<file path="src/rtl/rt_jtag_pkg.sv">
// rt_jtag_pkg: TAP state encoding, instruction codes and the 1149.1 next-state function
package rt_jtag_pkg;
  typedef enum logic [3:0] {
    TLR, RTI,
    SEL_DR, CAP_DR, SH_DR, EX1_DR, PA_DR, EX2_DR, UPD_DR,
    SEL_IR, CAP_IR, SH_IR, EX1_IR, PA_IR, EX2_IR, UPD_IR
  } tap_state_e;
  localparam logic [4:0] IR_IDCODE = 5'h01;
  localparam logic [4:0] IR_BYPASS = '1;
  function automatic tap_state_e tap_next(input tap_state_e s, input logic tms);
    tap_state_e n;
    n = TLR;
    case (s)
      TLR:    n = tms ? TLR    : RTI;
      RTI:    n = tms ? SEL_DR : RTI;
      SEL_DR: n = tms ? SEL_IR : CAP_DR;
      CAP_DR: n = tms ? EX1_DR : SH_DR;
      SH_DR:  n = tms ? EX1_DR : SH_DR;
      EX1_DR: n = tms ? UPD_DR : PA_DR;
      PA_DR:  n = tms ? EX2_DR : PA_DR;
      EX2_DR: n = tms ? UPD_DR : SH_DR;
      UPD_DR: n = tms ? SEL_DR : RTI;
      SEL_IR: n = tms ? TLR    : CAP_IR;
      CAP_IR: n = tms ? EX1_IR : SH_IR;
      SH_IR:  n = tms ? EX1_IR : SH_IR;
      EX1_IR: n = tms ? UPD_IR : PA_IR;
      PA_IR:  n = tms ? EX2_IR : PA_IR;
      EX2_IR: n = tms ? UPD_IR : SH_IR;
      UPD_IR: n = tms ? SEL_DR : RTI;
      default: n = TLR;
    endcase
    return n;
  endfunction
endpackage

</file>
<file path="src/rtl/rt_jtag_sync_edge.sv">
// rt_jtag_sync_edge: 2-flop synchronizer with optional single-cycle rise/fall strobes
// clk/rst: system clock, sync active-high reset; d: async pin; q: synchronized level; rise/fall: edge strobes (0 when EdgeEn=0)
module rt_jtag_sync_edge #(
  parameter bit   EdgeEn = 1'b0,
  parameter logic RstVal = 1'b0
) (
  input  logic clk,
  input  logic rst,
  input  logic d,
  output logic q,
  output logic rise,
  output logic fall
);
  logic [1:0] sync_q;
  always_ff @(posedge clk) sync_q <= rst ? {2{RstVal}} : {sync_q[0], d};
  assign q = sync_q[1];
  if (EdgeEn) begin : g_edge
    logic prev_q;
    always_ff @(posedge clk) prev_q <= rst ? RstVal : q;
    assign rise = q & ~prev_q;
    assign fall = ~q & prev_q;
  end else begin : g_level
    assign rise = 1'b0;
    assign fall = 1'b0;
  end
endmodule

</file>
<file path="src/rtl/rt_jtag_tap_os.sv">
// rt_jtag_tap_os: oversampled JTAG TAP responder with IDCODE, BYPASS and a USER data register
// clk_i/rst_i: system clock, sync reset; jtag_*_i: async pins; jtag_td_o/jtag_tdo_oe_o: TDO and its enable;
// ir_o: current instruction; user_capture_o/_data_i: capture handshake; user_update_o/_data_o: update handshake
module rt_jtag_tap_os
  import rt_jtag_pkg::*;
#(
  parameter int                 IrWidth     = 5,
  parameter logic [31:0]        IdcodeValue = 32'h249511C3,
  parameter int                 UserDrWidth = 41,
  parameter logic [IrWidth-1:0] UserIr      = 5'h11
) (
  input  logic                   clk_i,
  input  logic                   rst_i,
  input  logic                   jtag_tck_i,
  input  logic                   jtag_tms_i,
  input  logic                   jtag_trst_ni,
  input  logic                   jtag_td_i,
  output logic                   jtag_td_o,
  output logic                   jtag_tdo_oe_o,
  output logic [IrWidth-1:0]     ir_o,
  output logic                   user_capture_o,
  input  logic [UserDrWidth-1:0] user_capture_data_i,
  output logic                   user_update_o,
  output logic [UserDrWidth-1:0] user_update_data_o
);
  localparam int DrWidth = UserDrWidth > 32 ? UserDrWidth : 32;
  localparam int IdxW = $clog2(DrWidth);
  localparam logic [IrWidth-1:0] IrIdcode = IrWidth'(IR_IDCODE);
  if (IdcodeValue[0] != 1'b1) begin : g_bad_idcode
    $error("IdcodeValue bit 0 must be 1");
  end
  logic tck_s, tck_rise, tck_fall, tms_s, tdi_s, trst_s;
  logic [6:0] unused_edges;
  rt_jtag_sync_edge #(.EdgeEn(1'b1), .RstVal(1'b0)) u_tck (
    .clk(clk_i), .rst(rst_i), .d(jtag_tck_i), .q(tck_s), .rise(tck_rise), .fall(tck_fall));
  rt_jtag_sync_edge #(.RstVal(1'b1)) u_tms (
    .clk(clk_i), .rst(rst_i), .d(jtag_tms_i), .q(tms_s), .rise(unused_edges[0]), .fall(unused_edges[1]));
  rt_jtag_sync_edge #(.RstVal(1'b0)) u_tdi (
    .clk(clk_i), .rst(rst_i), .d(jtag_td_i), .q(tdi_s), .rise(unused_edges[2]), .fall(unused_edges[3]));
  rt_jtag_sync_edge #(.RstVal(1'b1)) u_trst (
    .clk(clk_i), .rst(rst_i), .d(jtag_trst_ni), .q(trst_s), .rise(unused_edges[4]), .fall(unused_edges[5]));
  assign unused_edges[6] = tck_s;
  tap_state_e state_q, state_d;
  logic [IrWidth-1:0] ir_shift_q;
  logic [DrWidth-1:0] dr_q, dr_next;
  logic [IdxW-1:0] msb_idx;
  logic is_user, is_id;
  always_comb begin
    state_d = !trst_s ? TLR : tck_rise ? tap_next(state_q, tms_s) : state_q;
    is_user = ir_o == UserIr;
    is_id = ir_o == IrIdcode;
    // TDI enters at the top of whichever register is selected, not the top of the shared shifter
    msb_idx = is_user ? IdxW'(UserDrWidth - 1) : is_id ? IdxW'(31) : '0;
    dr_next = dr_q >> 1;
    dr_next[msb_idx] = tdi_s;
    user_capture_o = tck_rise && trst_s && state_q == CAP_DR && is_user;
  end
  always_ff @(posedge clk_i) state_q <= rst_i ? TLR : state_d;
  always_ff @(posedge clk_i) begin
    if (rst_i) begin
      ir_o <= IrIdcode;
      ir_shift_q <= '0;
      dr_q <= '0;
      jtag_td_o <= 1'b0;
      jtag_tdo_oe_o <= 1'b0;
      user_update_o <= 1'b0;
      user_update_data_o <= '0;
    end else if (!trst_s) begin
      ir_o <= IrIdcode;
      jtag_td_o <= 1'b0;
      jtag_tdo_oe_o <= 1'b0;
      user_update_o <= 1'b0;
    end else begin
      user_update_o <= 1'b0;
      if (tck_rise) begin
        if (state_d == TLR) ir_o <= IrIdcode;
        case (state_q)
          CAP_IR: ir_shift_q <= IrWidth'(1);
          SH_IR:  ir_shift_q <= {tdi_s, ir_shift_q[IrWidth-1:1]};
          UPD_IR: ir_o <= ir_shift_q;
          CAP_DR: dr_q <= is_user ? DrWidth'(user_capture_data_i) : is_id ? DrWidth'(IdcodeValue) : '0;
          SH_DR:  dr_q <= dr_next;
          UPD_DR: if (is_user) begin
            user_update_data_o <= dr_q[UserDrWidth-1:0];
            user_update_o <= 1'b1;
          end
          default: ;
        endcase
      end
      if (tck_fall) begin
        jtag_tdo_oe_o <= state_q == SH_IR || state_q == SH_DR;
        jtag_td_o <= state_q == SH_IR ? ir_shift_q[0] : state_q == SH_DR ? dr_q[0] : jtag_td_o;
      end
    end
  end
endmodule
</file>
<file path="config.mk">
export PLATFORM = sky130hd
export DESIGN_NAME = rt_jtag_tap_os
export DESIGN_NICKNAME = d
export VERILOG_FILES = /design/src/rtl/rt_jtag_pkg.sv /design/src/rtl/rt_jtag_sync_edge.sv /design/src/rtl/rt_jtag_tap_os.sv
export SDC_FILE = /design/constraint.sdc
export NUM_CORES = 1
export LEC_CHECK = 0
export CAP_MARGIN = 5
export CORE_MARGIN = 3
export CORE_UTILIZATION = 40
export CTS_BUF_LIST = sky130_fd_sc_hd__clkbuf_4
export CTS_CLUSTER_DIAMETER = 200
export DETAILED_ROUTE_END_ITERATION = 8
export GPL_ROUTABILITY_DRIVEN = 1
export GPL_TIMING_DRIVEN = 0
export PLACE_DENSITY = 0.62
export SYNTH_ARGS = -nofsm -noshare
export SYNTH_HDL_FRONTEND = slang
export SYNTH_SLANG_ARGS = --single-unit
</file>
<file path="constraint.sdc">
create_clock -name clk_i -period 5.2 [get_ports clk_i]
set_input_delay 1.04 -clock clk_i [delete_from_list [all_inputs] [get_ports clk_i]]
set_output_delay 1.04 -clock clk_i [all_outputs]
set_load 0.005 [all_outputs]
</file>
# Word level (Yosys, flattened, before mapping)
# Index checks and enable logic that the tools add are counted.
[word_totals] ff_bits=108 elab_cells=89 in_bits=47 output_inout_bits=50
[op_classes] n_eq_ne=17 n_lt_le_gt_ge=2 bitwise_logic=7 muxes=29 reduce_logical=21
[op_table] operator="case mux 41 bit (2 select lines)" n=1
[op_table] operator="case mux 4 bit (12 select lines)" n=1
[op_table] operator="bitwise mux 41 bit" n=1
[op_table] operator="2-to-1 mux 41 bit" n=1
[op_table] operator="equality test 4 bit (second input constant)" n=8
[op_table] operator="2-to-1 mux 30 bit" n=1
[op_table] operator="2-to-1 mux 4 bit" n=6
[op_table] operator="equality test 4 x 3 -> 1 bit (second input constant)" n=4
[op_table] operator="2-to-1 mux 5 bit" n=3
[op_table] operator="case mux 5 bit (2 select lines)" n=1
[op_table] operator="equality test 4 x 2 -> 1 bit (second input constant)" n=2
[op_table] operator="logical NOT 4 bit" n=2
[op_table] operator="nonzero test 2 bit" n=4
[op_table] operator="less-than comparator 6 x 7 -> 1 bit (second input constant)" n=1
[op_table] operator="2-to-1 mux 1 bit" n=7
[op_table] operator="demux 1 bit (select 6 bit)" n=1
[op_table] operator=">= comparator 6 x 1 -> 1 bit (second input constant)" n=1
[op_table] operator="2-to-1 mux 2 bit" n=3
[op_table] operator="2-to-1 mux 3 bit" n=2
[op_table] operator="2-to-1 mux 6 bit" n=1
[op_table] operator="AND reduction 3 bit" n=2
[op_table] operator="OR reduction 2 bit" n=3
[op_table] operator="equality test 5 x 1 -> 1 bit (second input constant)" n=1
[op_table] operator="equality test 5 bit (second input constant)" n=1
[op_table] operator="other kinds (9)" n=18

# Depth between registers and ports, before layout
[depth] word_depth=9 mapped_depth=8 mapped_depth_nobuf=5

# Cells and area by module
# A second synthesis with hierarchy kept.
[hier_totals] cells_unflattened=532 hier_area_um2=4415.5
[by_module_without_submodules] mod="rt_jtag_tap_os" area_per_inst_um2=4110.2 cells_per_inst=503 instances=1 seq_area_each_um2=1981.9
[by_module_without_submodules] mod="rt_jtag_sync_edge at u_tdi ..." area_per_inst_um2=71.3 cells_per_inst=7 instances=3 seq_area_each_um2=40.0
[by_module_without_submodules] mod="rt_jtag_sync_edge at u_tck" area_per_inst_um2=91.3 cells_per_inst=8 instances=1 seq_area_each_um2=60.1

# Least setup slack after synthesis
# OpenSTA, ideal clock, no wires.
[synth_timing] path_type="reg-to-output" startpoint="register ir_o[2]" endpoint="output port user_capture_o" n_path_buf=1 setup_slack_ns=2.816 path_stages_with_launch=5 arrival_ns=1.344 path_cell_list="dfxtp_1 > nor4b_4 > nand2_2 > nor4b_4 > buf_2"
[synth_via] elab_chain_cells=2
[synth_lines] element="start: declaration" line="rt_jtag_tap_os.sv:20" rtl="output logic [IrWidth-1:0] ir_o,"
[synth_lines] element="start signal: assignment" line="rt_jtag_tap_os.sv:61" rtl="ir_o <= IrIdcode;"
[synth_lines] element="start signal: assignment" line="rt_jtag_tap_os.sv:69" rtl="ir_o <= IrIdcode;"
[synth_lines] element="start signal: assignment" line="rt_jtag_tap_os.sv:76" rtl="if (state_d == TLR) ir_o <= IrIdcode;"
[synth_lines] element="equality test 5 bit" line="rt_jtag_tap_os.sv:50" rtl="is_user = ir_o == UserIr;"
[synth_lines] element="logical AND 1 bit" line="rt_jtag_tap_os.sv:56" rtl="user_capture_o = tck_rise && trst_s && state_q == CAP_DR && is_user;"
[synth_lines] element="end: declaration" line="rt_jtag_tap_os.sv:21" rtl="output logic user_capture_o,"
# No other way between the ends.

# Worst setup path in the final report
# Ends and elaborated chain as after synthesis.

==> flow_summary_export.csv <==
group,metric,value,unit
floorplanning,design.core.area,0.0110,mm^2
place,hpwl,9.94,mm
sta,timing.final.hold_violations,0,
place,pre_cts_slack,2000,ps
cells_and_area,drive_gt1_frac,0.0818,
detailed_routing,vias,4437,
synth,seq_area_frac_synth,0.472,
critical_path,crit_type,"reg -> out",
synth,syn-num-nets,609,
power,cellPowerDensity,227,mW/mm^2
grt,grt_util_met1,0.298,
critical_path,crit_path_max_incr_delay,530,ps
synth,async_reset_ff_frac,0,
sta,post-route-min-period,3680,ps
sta,post-route-period-util,0.708,
detailed_routing,drtIter0Drc,343,
synth,synth_edf_count,0,
min_path,min_from,"u_trst.sync_q[0]",
synth,yosysWarnings,0,
cells_and_area,seq_area,0.00216,mm^2
synth,ys_types,47,
cells_and_area,syn2layout_area_growth,27.5,%
min_path,min_to,"u_trst.sync_q[1]",
critical_path,r2r_start,"state_q[3]",
cells_and_area,nets,715,
cells_and_area,fillers,1101,
cts,clk_pin_slew,160,ps
critical_path,reg2reg_depth,7,
cts,post_cts_buffers,0,
synth,synth.largest_area_cell,"dfxtp_1",
cts,root_buffer,"clkbuf_4",
grt,antenna_found_initial,0,
cts,clock-sinks,108,
critical_path,crit_required,4160,ps
grt,grt_pass1_wl,21.6,mm
place,routabilityCongestion,0.849,
detailed_routing,drt_wl_total,13.4,mm
floorplanning,dieArea,0.0128,mm^2
sta,rsz0062_at_grt,"false",
sta,post-route-worst-setup-slack,1520,ps
grt,grt_overflow_total,0,
floorplanning,initial_core_util,0.415,
synth,synth_top_cell_area_share,0.472,
critical_path,cp_max_fo,10,
cts,cts_tree,"done",
cts,clk_latency,460,ps
sta,finClkSkew,11.1,ps
detailed_routing,drc,0,
grt,grt_max_degree,18,
sta,fin_setup_tns,0,ps
sta,slew_violations,0,
synth,synth_seq_cells,108,
sta,whs,434,ps
floorplanning,ios,97,
cells_and_area,final_cell_area,0.00584,mm^2
power,peakVddDrop,0.182,mV
floorplanning,die_w,113,um
detailed_routing,drt_first_pass_iters,4,
cells_and_area,diodes,0,
floorplanning,fp.dieH,113,um
detailed_routing,antenna_left,0,
critical_path,start_kind,"flip-flop",
critical_path,end_kind,"output port",
place,dpl_cell_area,0.00570,mm^2
cells_and_area,fin_util,0.529,
synth,synthTopCellsByCount,"128 x nand2_1, 108 x dfxtp_1, 65 x a21oi_1",
critical_path,critPathSlowestCell,"clkdlybuf4s50_1",
grt,met2_usage,0.322,
synth,ys_top_cells_by_area,"dfxtp_1 47%, nand2_1 10%, a21oi_1 7.1%",
sta,max_slew_margin,0.575,
cts,cts_buffers,9,
cts,postCtsResizedCells,0,
floorplanning,row_count,38,
cells_and_area,multi_input_area,0.00215,mm^2
job,cap_violations,0,
detailed_routing,via_per_inst,5.46,
critical_path,cpMostUsedCell,"nor4b_4",
min_path,min_path_cells,1,
synth,syn-cell-area,0.00458,mm^2
synth,yosysMostFrequentCell,"nand2_1",
detailed_routing,routedWlPerCell,16.4,um
cts,holdBufCountCts,0,
power,p_leak,1.86,nW
place,io_buffer_count,95,
critical_path,worstPathArrival,2640,ps
synth,synthCells,562,
outcome,outcome,"finished, final reports clean",
synth,syn_avg_cell_area,8.15,um^2
grt,grt.busiest_layer,"met2",
critical_path,r2r_slack,3070,ps
grt,grt_pass1_vias,4218,
cts,max-clock-path-buffers,2,
grt,track_usage,0.210,
critical_path,path_cells,"nor4b_4 -> nand2_2 -> nor4b_4 -> buf_2 -> clkdlybuf4s50_1",
grt,grtUsageMet3,0.0508,
synth,synth_ff_type,"dfxtp_1",
sta,worst_pin_slew,638,ps
sta,finalSetupViolations,0,
critical_path,worstReg2RegEnd,"user_update_data_o[11]",
cts,cts.htree.levels,3,
min_path,min_path_type,"reg -> reg",
sta,fmax,271,MHz
cells in the final DEF, fill, tap and decap left out, types with 3 or more instances in the layout:
master / instances
a211oi_1: 11
clkbuf_1: 19
or2_2: 4
nor3_1: 17
nand2_1: 128
buf_1: 3
nor2_1: 47
a22oi_1: 15
o21ai_0: 9
nand3_1: 22
clkdlybuf4s50_1: 95
a32o_1: 5
dfxtp_1: 108
clkbuf_4: 9
o21ai_1: 3
nor2b_1: 9
o211a_1: 11
nand2b_1: 6
a21oi_1: 65
o22ai_1: 4
a311oi_1: 16
buf_6: 5
buf_2: 21
inv_1: 3
per-layer routing:
layer  share of wire  vias to the layer above
met5               0                        -
met2            0.45                      151
met4           0.017                        0
li1                -                     2177
met1            0.47                     2089
met3           0.060                       20
kinds of logic after synthesis:
family,share of synthesized area
simple gates,0.253
buf+inv,0.0582
mux,0.00219
flops,0.472
compound gates,0.214
flip-flops by register name, summed over array words and instances, names as in the netlist:
signal / cells
jtag_tdo_oe_o: 1
ir_o: 5
jtag_td_o: 1
user_update_data_o: 41
u_tck.sync_q: 2
u_tck.g_edge.prev_q: 1
state_q: 4
dr_q: 41
u_trst.sync_q: 2
u_tms.sync_q: 2
ir_shift_q: 5
user_update_o: 1
u_tdi.sync_q: 2
layout make-up:
| type | count | share of cell area |
|---|---|---|
| sequential | 108 | 0.370 |
| multi-input combinational | 401 | 0.368 |
| timing repair buffer | 95 | 0.163 |
| buffer | 49 | 0.0431 |
| tap | 140 | 0.0300 |
| clock buffer | 9 | 0.0116 |
| clock inverter | 6 | 0.0109 |
| inverter | 4 | 0.00257 |
worst max path at each step:
stage | to | depth (start not counted) | slack [ps] | startpoint
final | user_capture_o | 5 | 1520 | ir_o[2]
after floorplan | user_capture_o | 4 | 2820 | ir_o[2]
after CTS | user_capture_o | 5 | 1460 | ir_o[2]
after detailed placement | user_capture_o | 5 | 2000 | ir_o[2]
after global routing | user_capture_o | 5 | 1370 | ir_o[2]
after global placement | user_capture_o | 5 | 1990 | ir_o[2]
worst max-delay path: cells and delay by family (launching register included):
family                 cells  cell delay, ps
buffers and inverters      2             810
DFF                        1             380
and+or+nand+nor            3            1000
per-stage QoR:
stage,power (mW),cells
6_report,1.33,812
5_1_grt,1.37,812
4_1_cts,1.34,812
3_5_place_dp,0.924,797
3_3_place_gp,0.925,797
2_1_floorplan,0.876,562
power by group:
group	total [mW]	switching, mW	internal, mW
clock	0.420	0.276	0.144
sequential	0.833	0.00176	0.831
combinational	0.0738	0.0350	0.0388
Power figures use the tool's default switching activity.
